**src/rtl/ram_write_sequencer_pkg.sv**
```systemverilog
// Shared types and constants for the program-RAM write sequencer.
// The state encoding is common to the top-level FSM and anything that decodes it.
package ram_write_sequencer_pkg;

    localparam int RAM_ADDR_W = 4;
    localparam int RAM_DATA_W = 8;
    localparam int TIMER_W    = 8;

    typedef enum logic [2:0] {
        IDLE      = 3'd0,
        WAIT_DATA = 3'd1,
        SETUP     = 3'd2,
        PULSE     = 3'd3,
        HOLD      = 3'd4,
        FINISH    = 3'd5
    } state_t;

    localparam logic SRC_CPU    = 1'b0;
    localparam logic SRC_LOADER = 1'b1;

endpackage

```
**src/rtl/ram_write_sequencer_timer.sv**
```systemverilog
// Phase timer for the SETUP/PULSE/HOLD sequence of a RAM write.
// phase_done is high in the last cycle of the current phase.
module write_pulse_timer
    import ram_write_sequencer_pkg::*;
(
    input  logic               clk,
    input  logic               reset_n,
    input  logic               phase_active,
    input  logic [TIMER_W-1:0] phase_len,
    output logic               phase_done
);

    logic [TIMER_W-1:0] cnt_reg;

    assign phase_done = phase_active && (cnt_reg == (phase_len - TIMER_W'(1)));

    // Counter returns to zero at every phase boundary, so each phase starts fresh.
    always_ff @(posedge clk or negedge reset_n) begin
        if (!reset_n) begin
            cnt_reg <= '0;
        end else if (!phase_active || phase_done) begin
            cnt_reg <= '0;
        end else begin
            cnt_reg <= cnt_reg + TIMER_W'(1);
        end
    end

endmodule

```
**src/rtl/ram_write_sequencer.sv**
```systemverilog
// Write controller for the 16x8 program RAM, arbitrating between CPU writes
// and a byte-stream loader, with guaranteed setup/hold around each write pulse.
module ram_write_sequencer
    import ram_write_sequencer_pkg::*;
#(
    parameter int SETUP_CYCLES = 1,
    parameter int PULSE_CYCLES = 2,
    parameter int HOLD_CYCLES  = 1
) (
    input  logic                  clk,
    input  logic                  reset_n,
    input  logic                  prog_mode,
    input  logic [RAM_ADDR_W-1:0] cpu_address,
    input  logic [RAM_DATA_W-1:0] cpu_data,
    input  logic                  cpu_wr_req,
    output logic                  cpu_wr_ack,
    input  logic                  cpu_rd_en,
    input  logic                  load_start,
    input  logic [RAM_ADDR_W-1:0] load_base,
    input  logic [RAM_ADDR_W-1:0] load_len_m1,
    input  logic [RAM_DATA_W-1:0] in_data,
    input  logic                  in_valid,
    output logic                  in_ready,
    output logic [RAM_ADDR_W-1:0] mem_address,
    output logic [RAM_DATA_W-1:0] mem_data,
    output logic                  mem_write_enable_n,
    output logic                  mem_bus_enable_n,
    output logic                  busy,
    output logic                  done,
    output logic                  aborted
);

    state_t                 state_reg;
    logic                   source_reg;
    logic [RAM_ADDR_W-1:0]  addr_reg;
    logic [RAM_DATA_W-1:0]  data_reg;
    logic [RAM_ADDR_W-1:0]  remaining_reg;
    logic                   we_n_reg;
    logic                   in_ready_reg;
    logic                   ack_reg;
    logic                   done_reg;
    logic                   aborted_reg;
    logic                   skip_req_reg;

    logic                   phase_active;
    logic [TIMER_W-1:0]     phase_len;
    logic                   phase_done;
    logic                   cpu_owns_bus;

    always_comb begin
        phase_len    = TIMER_W'(SETUP_CYCLES);
        phase_active = 1'b0;
        case (state_reg)
            SETUP: begin
                phase_len    = TIMER_W'(SETUP_CYCLES);
                phase_active = 1'b1;
            end
            PULSE: begin
                phase_len    = TIMER_W'(PULSE_CYCLES);
                phase_active = 1'b1;
            end
            HOLD: begin
                phase_len    = TIMER_W'(HOLD_CYCLES);
                phase_active = 1'b1;
            end
            default: ;
        endcase
    end

    write_pulse_timer u_timer (
        .clk          (clk),
        .reset_n      (reset_n),
        .phase_active (phase_active),
        .phase_len    (phase_len),
        .phase_done   (phase_done)
    );

    always_ff @(posedge clk or negedge reset_n) begin
        if (!reset_n) begin
            state_reg     <= IDLE;
            source_reg    <= SRC_CPU;
            addr_reg      <= '0;
            data_reg      <= '0;
            remaining_reg <= '0;
            we_n_reg      <= 1'b1;
            in_ready_reg  <= 1'b0;
            ack_reg       <= 1'b0;
            done_reg      <= 1'b0;
            aborted_reg   <= 1'b0;
            skip_req_reg  <= 1'b0;
        end else begin
            ack_reg      <= 1'b0;
            done_reg     <= 1'b0;
            aborted_reg  <= 1'b0;
            skip_req_reg <= 1'b0;
            case (state_reg)
                IDLE: begin
                    // skip_req_reg gives the requester one cycle to drop req after ack.
                    if (!prog_mode && cpu_wr_req && !ack_reg && !skip_req_reg) begin
                        addr_reg   <= cpu_address;
                        data_reg   <= cpu_data;
                        source_reg <= SRC_CPU;
                        state_reg  <= SETUP;
                    end else if (prog_mode && load_start) begin
                        addr_reg      <= load_base;
                        remaining_reg <= load_len_m1;
                        source_reg    <= SRC_LOADER;
                        in_ready_reg  <= 1'b1;
                        state_reg     <= WAIT_DATA;
                    end
                end
                WAIT_DATA: begin
                    // A byte already handshaken is written before the abort is honoured.
                    if (in_valid && in_ready_reg) begin
                        data_reg     <= in_data;
                        in_ready_reg <= 1'b0;
                        state_reg    <= SETUP;
                    end else if (!prog_mode) begin
                        in_ready_reg <= 1'b0;
                        aborted_reg  <= 1'b1;
                        state_reg    <= FINISH;
                    end
                end
                SETUP: begin
                    if (phase_done) begin
                        we_n_reg  <= 1'b0;
                        state_reg <= PULSE;
                    end
                end
                PULSE: begin
                    if (phase_done) begin
                        we_n_reg  <= 1'b1;
                        state_reg <= HOLD;
                    end
                end
                HOLD: begin
                    if (phase_done) begin
                        if (source_reg == SRC_CPU) begin
                            ack_reg   <= 1'b1;
                            state_reg <= FINISH;
                        end else if (remaining_reg == '0) begin
                            done_reg  <= 1'b1;
                            state_reg <= FINISH;
                        end else if (!prog_mode) begin
                            aborted_reg <= 1'b1;
                            state_reg   <= FINISH;
                        end else begin
                            addr_reg      <= addr_reg + RAM_ADDR_W'(1);
                            remaining_reg <= remaining_reg - RAM_ADDR_W'(1);
                            in_ready_reg  <= 1'b1;
                            state_reg     <= WAIT_DATA;
                        end
                    end
                end
                FINISH: begin
                    skip_req_reg <= 1'b1;
                    state_reg    <= IDLE;
                end
                default: begin
                    we_n_reg     <= 1'b1;
                    in_ready_reg <= 1'b0;
                    state_reg    <= IDLE;
                end
            endcase
        end
    end

    assign cpu_owns_bus = (state_reg == IDLE) && !prog_mode;

    assign mem_address        = cpu_owns_bus ? cpu_address : addr_reg;
    assign mem_data           = cpu_owns_bus ? cpu_data : data_reg;
    assign mem_bus_enable_n   = ~(reset_n && cpu_owns_bus && cpu_rd_en);
    assign mem_write_enable_n = we_n_reg;
    assign in_ready           = in_ready_reg;
    assign cpu_wr_ack         = ack_reg;
    assign done               = done_reg;
    assign aborted            = aborted_reg;
    assign busy               = (state_reg != IDLE);

endmodule

```
**config.mk**
```make
export PLATFORM = sky130hd
export DESIGN_NAME = ram_write_sequencer
export DESIGN_NICKNAME = d
export VERILOG_FILES = /design/src/rtl/ram_write_sequencer_pkg.sv /design/src/rtl/ram_write_sequencer_timer.sv /design/src/rtl/ram_write_sequencer.sv
export SDC_FILE = /design/constraint.sdc
export NUM_CORES = 1
export LEC_CHECK = 0
export ABC_AREA = 1
export BUFFER_PORTS_ARGS = -buffer_cell sky130_fd_sc_hd__buf_2
export CAP_MARGIN = 20
export CORE_UTILIZATION = 53
export DETAILED_ROUTE_END_ITERATION = 12
export PLACE_DENSITY = 0.86
export SETUP_SLACK_MARGIN = 0.02
export SYNTH_ARGS = -nofsm -noshare
export SYNTH_HDL_FRONTEND = slang
export SYNTH_SLANG_ARGS = --single-unit
```
**constraint.sdc**
```tcl
create_clock -name clk -period 1.9 [get_ports clk]
set_input_delay 0.57 -clock clk [delete_from_list [all_inputs] [get_ports clk]]
set_output_delay 0.57 -clock clk [all_outputs]
set_load 0.1 [all_outputs]
```
Word-level counts from Yosys, hierarchy flattened
Index checks and enable logic that the tools add are counted.
W data, S select, Z words.
{"block": "word_totals", "register_bits": 34}
{"block": "classes", "add_sub_neg": 4, "eq_ne": 18, "n_mux": 60, "bitwise": 3, "reduce_logical": 30}
{"operator": "$mux W4", "n": 13}
{"operator": "$mux W8", "n": 4}
{"operator": "$mux W3", "n": 10}
{"operator": "$mux W1", "n": 25}
{"operator": "$pmux W4 S2", "n": 2}
{"operator": "$pmux W8 S2", "n": 1}
{"operator": "$pmux W3 S5", "n": 1}
{"operator": "$ne A2 B2 Y1 const B", "n": 7}
{"operator": "$logic_and A1 B1 Y1", "n": 9}
{"operator": "$add A8 B1 Y8 const B", "n": 1}
{"operator": "$eq A8 B8 Y1", "n": 1}
{"operator": "$reduce_and A8 Y1", "n": 1}
{"operator": "$reduce_and A7 Y1", "n": 1}
{"operator": "$eq A3 B2 Y1 const B", "n": 2}
{"operator": "$eq A3 B3 Y1 const B", "n": 2}
{"operator": "$ne A2 B1 Y1 const B", "n": 3}
{"operator": "$ne A3 B3 Y1 const B", "n": 2}
{"operator": "$reduce_and A3 Y1", "n": 2}
{"operator": "$reduce_and A6 Y1", "n": 1}
{"operator": "$reduce_bool A2 Y1", "n": 3}
{"operator": "$reduce_or A3 Y1", "n": 2}
{"operator": "$reduce_and A5 Y1", "n": 1}
{"operator": "$add A4 B1 Y4 const B", "n": 1}
{"operator": "$logic_not A1 Y1", "n": 4}
{"operator": "other kinds (14)", "n": 16}

Depth between registers and ports, before layout
Gate-level depths: netlist of the first run.
{"block": "logic_depth", "word_depth": 7, "depth_mapped": 9, "ltp_nobuf": 8}

Modules after synthesis
Synthesis of the first run repeated with hierarchy kept, for this count alone.
{"block": "unflattened", "cells_unflattened": 384, "area_unflattened_um2": 2421.1}
{"module": "ram_write_sequencer", "instances": 1, "cells_each": 283, "area_each_um2": 1770.4, "seq_area_each_um2": 651.9}
{"module": "write_pulse_timer", "instances": 1, "cells_each": 101, "area_each_um2": 650.6, "seq_area_each_um2": 200.2}

Worst setup path before layout of the first run
No wires, ideal clock.
{"block": "synth_timing", "kind": "register to output", "from": "register state_reg[0]", "to": "output mem_address[1]", "arrival_ps": 3506, "path_slack_ps": -2176, "path_stages_with_launch": 6, "path_buffers": 0, "path_cell_list": "dfrtp_1 nor2_4 nand2_2 nor2_1 inv_1 o21ai_0"}
{"block": "synth_via", "elab_chain_cells": 3}
{"element": "start, declared", "line_no": "ram_write_sequencer.sv:33", "rtl": "state_t state_reg;"}
{"element": "start signal, assigned", "line_no": "ram_write_sequencer.sv:80", "rtl": "state_reg <= IDLE;"}
{"element": "start signal, assigned", "line_no": "ram_write_sequencer.sv:103", "rtl": "state_reg <= SETUP;"}
{"element": "start signal, assigned", "line_no": "ram_write_sequencer.sv:109", "rtl": "state_reg <= WAIT_DATA;"}
{"element": "$logic_not A3 Y1", "line_no": "ram_write_sequencer.sv:168", "rtl": "assign cpu_owns_bus = (state_reg == IDLE) && !prog_mode;"}
{"element": "$logic_and A1 B1 Y1", "line_no": "ram_write_sequencer.sv:168"}
{"element": "$mux W4", "line_no": "ram_write_sequencer.sv:170", "rtl": "assign mem_address = cpu_owns_bus ? cpu_address : addr_reg;"}
{"element": "end, declared", "line_no": "ram_write_sequencer.sv:24", "rtl": "output logic [RAM_ADDR_W-1:0] mem_address,"}
Every way passes these cells.

Worst setup path in the final report of the first run
{"block": "layout_timing", "from": "register state_reg[1]", "to": "output mem_data[6]"}
{"block": "layout_via", "elab_chain_cells": 3}
{"element": "$logic_not A3 Y1", "line_no": "ram_write_sequencer.sv:168"}
{"element": "$logic_and A1 B1 Y1", "line_no": "ram_write_sequencer.sv:168"}
{"element": "$mux W8", "line_no": "ram_write_sequencer.sv:171", "rtl": "assign mem_data = cpu_owns_bus ? cpu_data : data_reg;"}
{"element": "end, declared", "line_no": "ram_write_sequencer.sv:25", "rtl": "output logic [RAM_DATA_W-1:0] mem_data,"}
Every way passes these cells.

==> results of run 1 <==
## synthesized netlist by cell type (all sizes together)
| cell | number |
|---|---|
| nor2 | 24 |
| o21ai | 26 |
| xor2 | 3 |
| nand3b | 1 |
| nand3 | 35 |
| nand2 | 106 |
| and3 | 1 |
| nor3b | 3 |
| a21boi | 1 |
| dfrtp | 33 |
| buf | 7 |
| ha | 3 |
| dfstp | 1 |
| and2 | 1 |
| nand4 | 12 |
| clkbuf | 1 |
| a21oi | 5 |
| o211ai | 1 |
| nor3 | 2 |
| inv | 42 |
## metrics by stage
step                      hold WS, ns  cells
after floorplan                 0.274    308
after global placement          0.473    423
after detailed placement        0.494    423
after CTS                       0.413    431
after global routing            0.457    442
final                           0.431    442
## critical path: cells and delay by family (launching register included)
family	cells	cell delay, ns
DFF	1	0.42
buffers and inverters	3	0.48
and+or+nand+nor	4	0.46
AOI/OAI and AO/OA	1	0.07
## final timing paths
check | from | cells past startpoint | end
worst max-delay path | state_reg[1]$_DFFE_PN0P_ | 8 | mem_data[6]
min in group clk | source_reg$_DFFE_PN0P_ | 1 | cpu_wr_ack$_DFF_PN0_
worst min register to register | source_reg$_DFFE_PN0P_ | 1 | cpu_wr_ack$_DFF_PN0_
max in group asynchronous | reset_n | 2 | mem_write_enable_n$_DFFE_PN1P_
worst min-delay path | reset_n | 2 | remaining_reg[1]$_DFFE_PN0P_
worst max register to register | state_reg[1]$_DFFE_PN0P_ | 10 | addr_reg[2]$_DFFE_PN0P_
## per-layer routing
metal	vias to the layer above	GRT usage, %	routed length (µm)
li1	1154	-	-
met1	1214	36.9	3010
met2	178	52.4	4080
met3	39	7.02	646
met4	0	10.1	294
met5	-	0	0
## final cells by class
cell class,instances,area (µm²),area share [%]
inverter,42,163,4.94
multi-input combinational,224,1330,40.3
clock buffer,8,90.1,2.74
sequential,34,856,26.0
timing repair buffer,84,795,24.1
tap,50,62.6,1.90
## logic make-up after synthesis
family | count (synthesis) | share of synthesized area (%)
XOR/XNOR | 3 | 1.19
buffers and inverters | 50 | 10.5
AND/OR/NAND/NOR | 185 | 39.3
flip-flops | 34 | 38.6
AO/OA/AOI/OAI | 33 | 8.74
adder cells (fa/ha/maj) | 3 | 1.70
## timing repair
item | CTS | global route
gates resized for setup | 6 | 22
endpoints found under the setup margin | 14 | 14
buffers inserted | 0 | 9
gates cloned | 0 | 3
pin swaps | 0 | 4
==> metrics.cfg, run 1 <==
[routing]
antenna_left = 0
routed_via_density = 5.85
firstDrtPassIters = 5
drt_iter0_drc = 315
totalWireLength_um = 8030
drt-wirelength-per-cell_um = 18.2
vias = 2585
drc_errors = 0

[clock_tree]
clk_pin_slew_ns = 0.07
cts_buffers = 5
cts.htree.levels = 2
clockBufferDepth = 2
clk_latency_ns = 0.29
cts_root_buf = clkbuf_8
clock-sinks = 34
cts_tree = done
cts_hold_buf = 0

[synth]
synthTopCellsByArea = dfrtp_1 37%, nand2_1 17%, nand3_1 6.8%
synth_cell_type_count = 30
synth_nets = 346
synth-seq-cells = 34
syn_inst = 308
ys_warn_count = 0
synth_top_cell_area_share_pct = 37.4
post-synth-top-area-cell = dfrtp_1
synth_area_um2 = 2210
syn_avg_cell_area_um2 = 7.16
yosysSeqAreaShare_pct = 38.6

[die]
fp-row-count = 23
die_w_um = 66.5
die-area_um2 = 4420
pin_count = 54
fp.coreArea_um2 = 4000
start_util_pct = 55.1
dieHeight_um = 66.5

[timing]
rsz0062_at_grt = yes
tightest_slew_ns = 0.484
slew_headroom_pct = 67.9
hold_viol = 0
fmax_mhz = 435
post-route-min-period_ns = 2.30
setup_ws_ns = -0.396
tns_ns = -4.85
finClkSkew_ns = 0.00531
setup_viol = 13
slew_viol_final = 0
fin_crit_sh_pct = 121

[global_route]
grt_pass1_wl_um = 9850
grt-ovfl-total = 0
grt_pass1_vias = 2152
grt_max_degree = 35
antenna_found_initial = 0
grt_use_total_pct = 30.3

[setup_path]
crit_type = flop to primary output
r2r_slack_ns = 0.04
worstPathArrival_ns = 1.73
cp_max_fo = 5
cp_cell_sequence = nor2_4, nand2_8, nor2_4, buf_12, clkbuf_16, nand2_2, o21ai_4, buf_12
crit_path_start_kind = flop
slowest_stage = dfrtp_1
cp-end-kind = primary output
slowest_delay_ns = 0.42
cp.required_ns = 1.33

[layout]
num_antenna_cells = 0
num-fill-cells = 224
syn_to_final_growth_pct = 49.2
final_common_cell = nand2_1
final_util_pct = 82.3
drive_gt1_share_pct = 37.2
design_area_um2 = 3290
layout_common_cells = 89 x nand2_1, 39 x buf_2, 36 x inv_1
nNetsFinal = 429

[outcome]
violations = setup timing
status = complete, but fails checks

[run]
cap_violations = 0

[placement]
place_ws_ns = -0.127
hpwl_um = 4360
place.gp.congestion = 0.883
dpl-instance-area_um2 = 2980
port-buffer-count = 53

[hold_path]
worstHoldPathType = primary input to async pin

Power of run 1 is not shown: default switching activity piles up to over one toggle a cycle in this logic, so the estimate is an artifact.
==> run 2, diff against run 1 <==
- PLACE_DENSITY: 0.86 -> 0.79
==> run 2 against run 1 <==
  * The flow still finishes with violations (setup timing)
  * Register-to-register slack improved by 0.19 ns
  * Final cell count fell by 0.45%
  * Die area did not move
  * Cell area fell by 2.8%
  * Clock-buffer cell count did not move
  * Via count fell by 10%
  * Sequential share of layout area rose by 0.74 points
  * Hold slack got worse by 0.024 ns
  * Non-clock buffer count fell by 2
  * Largest cell class unchanged
==> metrics.cfg, run 2 (synthesized netlist as in run 1, its figures left out) <==
[outcome]
status = complete, but fails checks  ; unchanged
violations = setup timing  ; unchanged

[setup_path]
endpoint = mem_data[1]  ; was mem_data[6]
cp-startpoint = state_reg[0]$_DFFE_PN0P_  ; was state_reg[1]$_DFFE_PN0P_
timing.rr.end = addr_reg[0]$_DFFE_PN0P_  ; was addr_reg[2]$_DFFE_PN0P_
r2r_slack_ns = 0.23  ; was 0.04 ns
worstPathArrival_ns = 1.66  ; was 1.73 ns
cp_top_family = buffers and inverters  ; unchanged
cp_max_fo = 17  ; was 5
cp.required_ns = 1.33  ; about the same
cp_num_cells = 7  ; was 8
r2r_cells = 9  ; was 10
crit_path_start_kind = flop  ; unchanged
cp_cell_sequence = nor2_4, nand2_8, nor2_4, buf_12, buf_4, o21ai_4, buf_12  ; was nor2_4, nand2_8, nor2_4, buf_12, clkbuf_16, nand2_2, o21ai_4, buf_12
crit_type = flop to primary output  ; unchanged
slowest_delay_ns = 0.43  ; was 0.42 ns
r2r-start = state_reg[2]$_DFFE_PN0P_  ; was state_reg[1]$_DFFE_PN0P_
cp-end-kind = primary output  ; unchanged
critPathBufInv = 3  ; unchanged
slowest_stage = dfrtp_2  ; was dfrtp_1

[layout]
drive_gt1_share_pct = 34.6  ; was 37.2%
final_common_cell = nand2_1  ; unchanged
syn_to_final_growth_pct = 45.1  ; was 49.2%
num_antenna_cells = 0  ; unchanged
nNetsFinal = 427  ; was 429
layout_common_cells = 97 x nand2_1, 39 x buf_2, 36 x inv_1  ; was 89 x nand2_1, 39 x buf_2, 36 x inv_1
stdcell_count = 440  ; was 442

[global_route]
grt_use_total_pct = 29.2  ; was 30.3%
grt-ovfl-total = 0  ; unchanged
antenna_found_initial = 0  ; unchanged
grtUsageMet3_pct = 6.51  ; was 7.02%
grt_pass1_vias = 2179  ; was 2,152
gr-usage-met1_pct = 34.3  ; was 36.9%
use_met2_pct = 50.9  ; was 52.4%
grt_max_degree = 35  ; unchanged
grt.busiest_layer = met2  ; unchanged
grt_pass1_wl_um = 9560  ; was 9850 µm

[die]
pin_count = 54  ; unchanged
die-area_um2 = 4420  ; unchanged
die_w_um = 66.5  ; unchanged
fp.coreArea_um2 = 4000  ; unchanged
start_util_pct = 55.1  ; unchanged
dieHeight_um = 66.5  ; unchanged
fp-row-count = 23  ; unchanged

[timing]
finClkSkew_ns = 0.00659  ; was 0.00531 ns
setup_viol = 14  ; was 13
fin_crit_sh_pct = 117  ; was 121%
post-route-min-period_ns = 2.23  ; was 2.30 ns
slew_viol_final = 0  ; unchanged
slew_headroom_pct = 68.0  ; was 67.9%
hold_viol = 0  ; unchanged
setup_ws_ns = -0.326  ; was -0.396 ns
rsz0062_at_grt = yes  ; unchanged
tightest_slew_ns = 0.484  ; about the same
fmax_mhz = 449  ; was 435 MHz

[routing]
routed_via_density = 5.27  ; was 5.85
antenna_left = 0  ; unchanged
totalWireLength_um = 6070  ; was 8030 µm
drc_errors = 0  ; unchanged
firstDrtPassIters = 5  ; unchanged
drt_iter0_drc = 135  ; was 315
vias = 2320  ; was 2,585
drt-wirelength-per-cell_um = 13.8  ; was 18.2 µm

[clock_tree]
cts.htree.levels = 2  ; unchanged
clk_pin_slew_ns = 0.07  ; about the same
cts_tree = done  ; unchanged
cts_buffers = 5  ; unchanged
cts_hold_buf = 0  ; unchanged
clockBufferDepth = 2  ; unchanged
cts_root_buf = clkbuf_8  ; unchanged
clk_latency_ns = 0.29  ; about the same
clock-sinks = 34  ; unchanged

[placement]
dp.cells = 426  ; was 423
port-buffer-count = 53  ; unchanged
hpwl_um = 4320  ; was 4360 µm
place.gp.congestion = 0.844  ; was 0.883

[hold_path]
worstHoldPathType = primary input to async pin  ; unchanged

[run]
cap_violations = 0  ; unchanged

## run 2: repair_timing
| item | 4_1_cts | 5_1_grt |
|---|---|---|
| gates resized for setup | 9 | 7 |
| cloned | 0 | 0 |
| pin swaps | 0 | 2 |
| buffers inserted | 4 | 2 |
| setup endpoints to repair | 14 | 13 |
## run 2: layer usage
| metal | vias up | wire length [µm] | share of wire (%) |
|---|---|---|---|
| li1 | 1150 | - | - |
| met1 | 1084 | 2520 | 41 |
| met2 | 77 | 3100 | 51 |
| met3 | 9 | 376 | 6.2 |
| met4 | 0 | 81 | 1.3 |
| met5 | - | 0 | 0 |
## run 2: worst min-delay path by stage
| stage | cells past startpoint | from | end | slack (ns) |
|---|---|---|---|---|
| after floorplan | 0 | reset_n | aborted$_DFF_PN0_ | 0.27 |
| after global placement | 2 | in_ready$_DFFE_PN0P_ | in_ready$_DFFE_PN0P_ | 0.47 |
| after detailed placement | 2 | in_ready$_DFFE_PN0P_ | in_ready$_DFFE_PN0P_ | 0.49 |
| after CTS | 2 | reset_n | u_timer.cnt_reg[0]$_DFF_PN0_ | 0.42 |
| after global routing | 2 | reset_n | in_ready$_DFFE_PN0P_ | 0.43 |
| final | 2 | reset_n | in_ready$_DFFE_PN0P_ | 0.41 |
## run 2: metrics by stage
stage	utilization [%]	setup slack [ns]	TNS (ns)	cell area, µm²	hold WS, ns
finish	80.0	-0.326	-3.98	3200	0.407
floorplan	-	-0.325	-3.60	2380	0.274
detailed placement	75.3	-0.148	-1.23	3010	0.487
CTS	79.0	-0.307	-3.68	3160	0.419
global route	80.0	-0.365	-4.46	3200	0.431
global placement	75.3	-0.110	-0.975	3010	0.474
## run 2: worst register-to-register path, delay by kind of cell (launching register included)
kind,cells,cell delay (ns)
DFF,1,0.41
and+or+nand+nor,7,0.89
buffers and inverters,2,0.26
## run 2: cell type report
class                      instances  area, µm²
tap                               50       62.6
timing repair buffer              82        726
multi-input combinational        224       1300
fill                             263        800
clock buffer                       8       90.1
inverter                          42        165
sequential                        34        856
Power of run 2 is left out for the same reason.
==> run 3, diff against run 2 <==
- CELL_PAD_IN_SITES_DETAIL_PLACEMENT: not set -> 0
- CELL_PAD_IN_SITES_GLOBAL_PLACEMENT: not set -> 1
- CORE_UTILIZATION: 53 -> 38
- PLACE_DENSITY: 0.79 -> not set
- PLACE_DENSITY_LB_ADDON: not set -> 0.1
==> run 3 against run 2 <==
  * Critical endpoint is now mem_address[1]
  * Clock-buffer cell count shrank 1
  * Utilization fell by 23 points
  * Highest routed layer unchanged
  * Setup slack got worse by 0.0025 ns
  * The flow still finishes with violations (setup timing)
  * Global-route usage fell by 9.4 points
  * First-iteration DRC count is 32% lower
==> metrics.cfg, run 3 (synthesized netlist as in run 1, its figures left out) <==
[global_route]
grt_use_total_pct = 19.8  ; was 29.2%
gr-usage-met1_pct = 26.7  ; was 34.3%
grtUsageMet3_pct = 5.00  ; was 6.51%
antenna_found_initial = 0  ; unchanged
grt_max_degree = 35  ; unchanged
grt_pass1_wl_um = 9470  ; was 9560 µm
grt.busiest_layer = met2  ; unchanged
grt-ovfl-total = 0  ; unchanged
grt_pass1_vias = 2046  ; was 2,179
use_met2_pct = 31.3  ; was 50.9%

[timing]
post-route-min-period_ns = 2.23  ; about the same
rsz0062_at_grt = yes  ; unchanged
fmax_mhz = 449  ; about the same
setup_ws_ns = -0.329  ; was -0.326 ns
slew_viol_final = 0  ; unchanged
setup_viol = 13  ; was 14
finClkSkew_ns = 0.00468  ; was 0.00659 ns
slew_headroom_pct = 67.9  ; was 68.0%
fin_crit_sh_pct = 117  ; about the same
hold_viol = 0  ; unchanged
hold_slack_ns = 0.382  ; was 0.407 ns
tightest_slew_ns = 0.484  ; about the same

[layout]
num_antenna_cells = 0  ; unchanged
multi_input_area_um2 = 1290  ; was 1300 µm²
nNetsFinal = 425  ; was 427
drive_gt1_share_pct = 33.5  ; was 34.6%
final_util_pct = 57.4  ; was 80.0%
num-fill-cells = 553  ; was 263
area.sequential_um2 = 856  ; unchanged
final_common_cell = nand2_1  ; unchanged
syn_to_final_growth_pct = 44.1  ; was 45.1%
layout_common_cells = 101 x nand2_1, 39 x buf_2, 36 x inv_1  ; was 97 x nand2_1, 39 x buf_2, 36 x inv_1

[clock_tree]
cts_root_buf = clkbuf_8  ; unchanged
clk_pin_slew_ns = 0.07  ; about the same
cts.htree.levels = 2  ; unchanged
clock-sinks = 34  ; unchanged
cts_tree = done  ; unchanged
cts_hold_buf = 0  ; unchanged
clockBufferDepth = 2  ; unchanged
clk_latency_ns = 0.29  ; about the same
cts_setup_buffers = 0  ; was 4
cts_buffers = 5  ; unchanged

[die]
dieHeight_um = 78.2  ; was 66.5 µm
fp.coreArea_um2 = 5540  ; was 4000 µm²
die-area_um2 = 6110  ; was 4420 µm²
pin_count = 54  ; unchanged
start_util_pct = 39.8  ; was 55.1%
fp-row-count = 27  ; was 23
die_w_um = 78.2  ; was 66.5 µm

[routing]
drc_errors = 0  ; unchanged
drt-wirelength-per-cell_um = 12.2  ; was 13.8 µm
vias = 2179  ; was 2,320
antenna_left = 0  ; unchanged
drt_iter0_drc = 92  ; was 135
firstDrtPassIters = 4  ; was 5
totalWireLength_um = 5600  ; was 6070 µm
routed_via_density = 4.74  ; was 5.27

[setup_path]
timing.rr.end = remaining_reg[3]$_DFFE_PN0P_  ; was addr_reg[0]$_DFFE_PN0P_
cp_max_fo = 20  ; was 17
r2r_cells = 8  ; was 9
r2r_slack_ns = 0.27  ; was 0.23 ns
cp-end-kind = primary output  ; unchanged
r2r-start = remaining_reg[0]$_DFFE_PN0P_  ; was state_reg[2]$_DFFE_PN0P_
worstPathArrival_ns = 1.66  ; about the same
cp-startpoint = state_reg[1]$_DFFE_PN0P_  ; was state_reg[0]$_DFFE_PN0P_
endpoint = mem_address[1]  ; was mem_data[1]
crit_type = flop to primary output  ; unchanged
cp.required_ns = 1.33  ; about the same
crit_path_start_kind = flop  ; unchanged

[placement]
place_ws_ns = -0.105  ; was -0.148 ns
hpwl_um = 4390  ; was 4320 µm
place.gp.congestion = 0.830  ; was 0.844
port-buffer-count = 53  ; unchanged

[outcome]
status = complete, but fails checks  ; unchanged
violations = setup timing  ; unchanged

[run]
cap_violations = 0  ; unchanged

[hold_path]
worstHoldPathType = primary input to async pin  ; unchanged

-- run 3: cell types whose count changed in the layout (fill, tap and decap cells not counted), sizes merged --
cell,previous run,this run
buf,82,80
clkbuf,8,7
clkinv,0,1
-- run 3: stage by stage --
stage	instances	TNS, ns	area [µm²]
4_1_cts	460	-3.74	3170
3_3_place_gp	452	-0.606	3070
5_1_grt	460	-4.47	3180
6_report	460	-3.42	3180
3_5_place_dp	452	-0.679	3070
2_1_floorplan	308	-3.60	2380
-- run 3: worst min path at each step --
stage,start,endpoint,cells past startpoint
after global routing,reset_n,u_timer.cnt_reg[6]$_DFF_PN0_,2
after floorplan,reset_n,aborted$_DFF_PN0_,0
after global placement,in_ready$_DFFE_PN0P_,in_ready$_DFFE_PN0P_,2
after detailed placement,in_ready$_DFFE_PN0P_,in_ready$_DFFE_PN0P_,2
final,reset_n,state_reg[0]$_DFFE_PN0P_,2
after CTS,reset_n,data_reg[5]$_DFFE_PN0P_,2
-- run 3: final cells by class --
cell class	count	area share (%)
Tap cell	72	2.83
Clock buffer	7	2.72
Inverter	42	5.04
Sequential cell	34	26.9
Timing Repair Buffer	80	21.7
Clock inverter	1	0.157
Multi-Input combinational cell	224	40.6
-- run 3: critical path, stage by stage, from the launching register on --
cell and delay, ns:
dfrtp_1 0.41, nor2_4 0.19, nand2_8 0.07, nor2_4 0.10
buf_12 0.16, inv_2 0.08, o21ai_4 0.17, buf_12 0.19
-- run 3: per-layer routing --
layer / up-vias / share of wire, %
met5: - / 0
met4: 0 / 1.1
met3: 6 / 4.6
met2: 45 / 44
met1: 986 / 50
li1: 1142 / -
-- run 3: repair_timing --
item / in CTS / in global routing
setup endpoints to repair: 14 / 14
gates resized for setup: 2 / 2
pin swaps: 1 / 0
Power of run 3 is left out for the same reason.
